[src/rtl/pc_unit.sv]
// ============================================================================
// pc_unit
// ----------------------------------------------------------------------------
// Program-counter unit for the instruction-fetch stage. It holds the
// registered fetch address and picks the next one from five sources. In
// priority order these are: exception vector, branch/jump redirect,
// return-address-stack top on a return, stall hold, and sequential increment.
// A small circular return-address stack (RAS) predicts the target of a return.
// It is pushed on calls and popped on returns that actually steer the PC.
//
// Parameters:
//   ADDR_W        width of every address
//   INCR          sequential step added to PC_current
//   RESET_VECTOR  PC value after reset
//   EXC_VECTOR    target taken on exc_valid
//   RAS_DEPTH     number of RAS entries (power of two, at least 2)
//
// Ports:
//   clock            rising-edge clock
//   reset_n          synchronous active-low reset
//   stall            hold PC_current; only freezes sequential flow
//   exc_valid        take EXC_VECTOR (highest priority, also blocks a push)
//   redirect_valid   take redirect_target
//   redirect_target  resolved branch/jump address
//   call             push call_link onto the RAS
//   call_link        return address to push
//   ret              return; PC takes the RAS top (pc_plus if RAS empty)
//   PC_current       registered fetch address
//   pc_plus          combinational PC_current + INCR (wraps silently)
//   ras_count        number of valid RAS entries
//   ras_overflow     one-cycle pulse: a push overwrote the oldest entry
//   ras_underflow    one-cycle pulse: a selected ret found the RAS empty
// ============================================================================
module pc_unit #(
    parameter int                ADDR_W       = 10,
    parameter int                INCR         = 1,
    parameter logic [ADDR_W-1:0] RESET_VECTOR = '0,
    parameter logic [ADDR_W-1:0] EXC_VECTOR   = ADDR_W'(10'h3F0),
    parameter int                RAS_DEPTH    = 4
) (
    input  logic                       clock,
    input  logic                       reset_n,
    input  logic                       stall,
    input  logic                       exc_valid,
    input  logic                       redirect_valid,
    input  logic [ADDR_W-1:0]          redirect_target,
    input  logic                       call,
    input  logic [ADDR_W-1:0]          call_link,
    input  logic                       ret,
    output logic [ADDR_W-1:0]          PC_current,
    output logic [ADDR_W-1:0]          pc_plus,
    output logic [$clog2(RAS_DEPTH):0] ras_count,
    output logic                       ras_overflow,
    output logic                       ras_underflow
);

    localparam int PTR_W = $clog2(RAS_DEPTH);
    localparam int CNT_W = PTR_W + 1;

    localparam logic [CNT_W-1:0]  FULL_COUNT = CNT_W'(RAS_DEPTH);
    localparam logic [ADDR_W-1:0] STEP       = ADDR_W'(INCR);

    // Which source feeds the next PC. Naming the choice keeps the priority
    // decode separate from the data mux.
    typedef enum logic [2:0] {
        SRC_EXC,
        SRC_REDIRECT,
        SRC_RAS,
        SRC_HOLD,
        SRC_SEQ
    } pc_src_e;

    pc_src_e            pc_src;
    logic [ADDR_W-1:0]  next_pc;

    // RAS storage. wr_ptr is the next free slot, so the top of stack lives at
    // wr_ptr-1. When the stack is full, wr_ptr points at the oldest entry.
    // A push therefore overwrites the oldest entry without extra logic.
    logic [ADDR_W-1:0]  ras_mem [RAS_DEPTH];
    logic [PTR_W-1:0]   wr_ptr;
    logic [PTR_W-1:0]   top_idx;
    logic [ADDR_W-1:0]  ras_top;
    logic               ras_empty;
    logic               ras_full;

    logic               take_ret;
    logic               do_pop;
    logic               do_push;
    logic               underflow_next;
    logic               overflow_next;
    logic               ras_we;
    logic [PTR_W-1:0]   ras_widx;
    logic [PTR_W-1:0]   wr_ptr_next;
    logic [CNT_W-1:0]   count_next;

    // Sequential address. The modulo-2^ADDR_W wrap falls out of the width.
    assign pc_plus = PC_current + STEP;

    assign top_idx   = wr_ptr - PTR_W'(1);
    assign ras_top   = ras_mem[top_idx];
    assign ras_empty = (ras_count == '0);
    assign ras_full  = (ras_count == FULL_COUNT);

    // Priority decode of the next-PC source. A ret that loses to an exception
    // or redirect is ignored entirely. That includes the stack: it must not
    // pop. A ret on an empty stack falls back to sequential flow and is
    // reported as an underflow.
    always_comb begin
        pc_src   = SRC_SEQ;
        take_ret = 1'b0;
        if (exc_valid) begin
            pc_src = SRC_EXC;
        end else if (redirect_valid) begin
            pc_src = SRC_REDIRECT;
        end else if (ret) begin
            take_ret = 1'b1;
            pc_src   = ras_empty ? SRC_SEQ : SRC_RAS;
        end else if (stall) begin
            pc_src = SRC_HOLD;
        end
    end

    // Data mux for the next PC.
    always_comb begin
        next_pc = pc_plus;
        case (pc_src)
            SRC_EXC:      next_pc = EXC_VECTOR;
            SRC_REDIRECT: next_pc = redirect_target;
            SRC_RAS:      next_pc = ras_top;
            SRC_HOLD:     next_pc = PC_current;
            SRC_SEQ:      next_pc = pc_plus;
            default:      next_pc = pc_plus;
        endcase
    end

    assign do_pop         = take_ret && !ras_empty;
    assign underflow_next = take_ret && ras_empty;
    // A call still pushes under stall or redirect. Only an exception blocks it.
    assign do_push        = call && !exc_valid;

    // Next RAS state.
    // - Push and pop together: the top is consumed by the PC this cycle and
    //   replaced in place by the new link. Depth is unchanged and no flag fires.
    // - Push on a full stack: the write wraps onto the oldest slot. The count
    //   saturates and an overflow pulse is raised.
    // - Push on an empty stack while a ret underflows: this is an ordinary
    //   push, because do_pop is low.
    always_comb begin
        ras_we        = 1'b0;
        ras_widx      = wr_ptr;
        wr_ptr_next   = wr_ptr;
        count_next    = ras_count;
        overflow_next = 1'b0;
        if (do_push && do_pop) begin
            ras_we   = 1'b1;
            ras_widx = top_idx;
        end else if (do_push) begin
            ras_we      = 1'b1;
            ras_widx    = wr_ptr;
            wr_ptr_next = wr_ptr + PTR_W'(1);
            if (ras_full) begin
                overflow_next = 1'b1;
            end else begin
                count_next = ras_count + CNT_W'(1);
            end
        end else if (do_pop) begin
            wr_ptr_next = top_idx;
            count_next  = ras_count - CNT_W'(1);
        end
    end

    // State register. Reset takes precedence over every other input, so a
    // push, pop or redirect pending at a reset edge is discarded. Stack
    // contents are not cleared because ras_count alone defines validity.
    always_ff @(posedge clock) begin
        if (!reset_n) begin
            PC_current    <= RESET_VECTOR;
            wr_ptr        <= '0;
            ras_count     <= '0;
            ras_overflow  <= 1'b0;
            ras_underflow <= 1'b0;
        end else begin
            PC_current    <= next_pc;
            wr_ptr        <= wr_ptr_next;
            ras_count     <= count_next;
            ras_overflow  <= overflow_next;
            ras_underflow <= underflow_next;
            if (ras_we) begin
                ras_mem[ras_widx] <= call_link;
            end
        end
    end

endmodule

[config.mk]
export PLATFORM = sky130hd
export DESIGN_NAME = pc_unit
export DESIGN_NICKNAME = d
export VERILOG_FILES = /design/src/rtl/pc_unit.sv
export SDC_FILE = /design/constraint.sdc
export NUM_CORES = 1
export LEC_CHECK = 0
export ABC_AREA = 1
export CAP_MARGIN = 5
export CORE_MARGIN = 2
export CORE_UTILIZATION = 62
export CTS_CLUSTER_SIZE = 10
export DETAILED_ROUTE_END_ITERATION = 8
export DONT_BUFFER_PORTS = 1
export GPL_TIMING_DRIVEN = 0
export PLACE_DENSITY = 0.78
export RECOVER_POWER = 50
export SLEW_MARGIN = 10
export SYNTH_ARGS = -nofsm -noshare
export SYNTH_HDL_FRONTEND = slang
export SYNTH_SLANG_ARGS = --single-unit
[constraint.sdc]
create_clock -name clock -period 3.8 [get_ports clock]
set_clock_uncertainty 0.15 [all_clocks]
set_input_delay 0.76 -clock clock [delete_from_list [all_inputs] [get_ports clock]]
set_output_delay 0.76 -clock clock [all_outputs]
set_load 0.02 [all_outputs]
==> reports/qor.csv <==
metric;value;unit
first-pass GRT wire length;8980;µm
CTS root buf;clkbuf_8;
post-synthesis sequential area ratio;0.562;
Syn-to-layout area delta;8.95;%
I/O pin count;52;
Synth Register Bits;57;
Yosys top cell area share;0.438;
Setup Fix Bufs, Post-CTS;0;
First-pass DRT Iterations;5;
initial antenna violation count;0;
Pwr per Cell Area;501;mW/mm²
clock period minus worst slack;3.19;ns
Hold Violations, Final;0;
critical path fanouts, max;10;
Post-CTS Resized;0;
Post-DP HPWL;3940;µm
DR iter-0 viols;151;
pre-CTS setup slack;0.383;ns
Primary FF master, synth;edfxtp_1;
cell count after synthesis;314;
CP startpoint kind;input port;
total chip power;1.50;mW
Antenna diodes;0;
DRC viols;0;
Pins Over Slew Limit;0;
largest net degree at the start of global routing;11;
Slew headroom;0.338;
setup_tns;0;ns
vias in the first global route;1910;
Via density;5.30;
Post-synth EDFFs;40;
clk_lat worst skew;0.33;ns
Synth Warn #;0;
Max Clock Freq;0.314;GHz
CP Class;input port to flip-flop;
CP bufs+invs;3;
Total Wirelength;5690;µm
Cell Area, Synth;0.00274;mm²
Critical Path Max Stage Delay;0.75;ns
worst-path cell chain;buf_6 > nor2_1 > inv_2 > nor2_1 > buf_4 > ha_1 > xor2_1 > or2_2 > nor2_1;
clock tree buffer depth;2;
CORE AREA;0.00429;mm²
area leader, netlist;edfxtp_1;
Max-Cap Viols;0;
status;complete, no violations;
Post-Layout Cell Count;382;
CP startpoint;exc_valid;
H-tree depth;3;
Area contributors post-synth;edfxtp_1 44%, nand2_1 15%, dfxtp_1 12%;
CP Data Required Time;3.60;ns
unrepaired setup endpoints after global routing;false;
CTS tree;done;
slew at the pin with the worst max-slew slack;0.990;ns
number of I/O port buffers;0;
Leakage Power;1.28;nW
final instance area;0.00299;mm²
startpoint of the worst hold path;call_link[6];
final worst-path cycle share;0.839;
minimum setup slack in the final design;0.613;ns
CTS clk-pin slew, worst paths;0.07;ns
share of layout cells above drive strength 1;0.0818;
total global routing overflow;0;
critical path's slowest cell;nor2_1;
FP Rows;24;
Netlist cell types;28;
Post-synth top cells;107 x nand2_1, 40 x edfxtp_1, 31 x inv_1, 30 x nor2_1, 20 x a21oi_1;
Starting Density;0.638;
Die Ht;70.5;µm
die width;70.5;µm
Reg-to-Reg Start;ras_count[0]$_SDFFE_PN0P_;
Overall Global Routing Usage;0.245;
ys async rst share;0;
Hold Path Class;input port to flip-flop;
Worst Path Arrival;2.99;ns
Inserted Clock Buffers;9;
endpoints failing setup;0;
die area;0.00497;mm²
Max IR drop VDD;0.486;mV
wire length per cell;14.9;µm
GPL Wtd Cong;0.887;
Synth Area per Inst;8.73;µm²
Nets;355;
Setup crit end kind;flip-flop;
Top Family by Delay on Critical Path;simple AND/OR/NAND/NOR gates;
count leader, synth;nand2_1;
Placed Area;0.00281;mm²
ANT nets after route;0;
Inst Count DP;366;
flop-to-flop setup slack;0.73;ns
Mapped Nets;344;
hold_buf cts;0;
CTS Sinks;57;
most frequent CP cell;nor2_1;
Via Count;2023;
-- kinds of logic (layout without fill, tap and decap cells) --
| logic type | count (synthesis) | after routing | synth area share |
|---|---|---|---|
| AO/OA/AOI/OAI | 44 | 44 | 0.0881 |
| XOR/XNOR | 8 | 8 | 0.0256 |
| adder cells (fa/ha/maj) | 3 | 3 | 0.0164 |
| buffers and inverters | 43 | 59 | 0.0698 |
| flip-flops | 57 | 57 | 0.562 |
| AND/OR/NAND/NOR | 159 | 159 | 0.238 |
-- worst paths after layout --
kind / to / cells after the start
worst max-delay path: ras_mem[2][1]$_DFFE_PP_ / 9
worst min-delay path: ras_mem[0][6]$_DFFE_PP_ / 0
worst max register to register: ras_mem[2][1]$_DFFE_PP_ / 9
worst min register to register: ras_count[2]$_SDFFE_PN0P_ / 2
-- cell type report --
class	count	area [µm²]
inverters	34	128
flip-flops and latches	57	1540
clock buffers	10	128
plain buffers	9	56.3
multi-input cells	214	986
well taps	52	65.1
fillers	352	1310
clock inverters	6	82.6
-- registers in the layout, indices dropped and copies added (netlist names) --
signal and flops:
PC_current 10, ras_mem 40, wr_ptr 2, ras_overflow 1, ras_count 3, ras_underflow 1
-- metrics by stage --
| step | hold WS (ns) | utilization |
|---|---|---|
| 6_report | 0.367 | 0.696 |
| 5_1_grt | 0.348 | 0.696 |
| 4_1_cts | 0.356 | 0.703 |
| 3_5_place_dp | 0.456 | 0.654 |
| 3_3_place_gp | 0.441 | 0.654 |
| 2_1_floorplan | 0.407 | - |
-- report_power, final --
group	internal, mW	leakage, nW	switching [mW]
combinational	0.0532	0.669	0.118
clock	0.366	0.108	0.234
sequential	0.688	0.502	0.0363
total	1.11	1.28	0.389
-- per-layer routing --
metal	routed length, µm	part of all wire	vias up	GRT usage
li1	-	-	1042	-
met1	2550	0.45	913	0.306
met2	2690	0.47	57	0.394
met3	348	0.061	11	0.0779
met4	98	0.017	0	0.103
met5	0	0	-	0
-- cells in the final DEF (no fill, tap or decap), types with 4 or more instances in the layout --
cell type,netlist,routed
nand2_1,107,107
edfxtp_1,40,40
inv_1,31,31
nor2_1,30,31
a21oi_1,20,20
dfxtp_1,17,17
o21ai_0,14,15
nand3_1,13,13
clkbuf_8,0,9
xor2_1,7,7
o21ai_1,5,5
nor3_1,3,4
(Power assumes the default switching activity.)
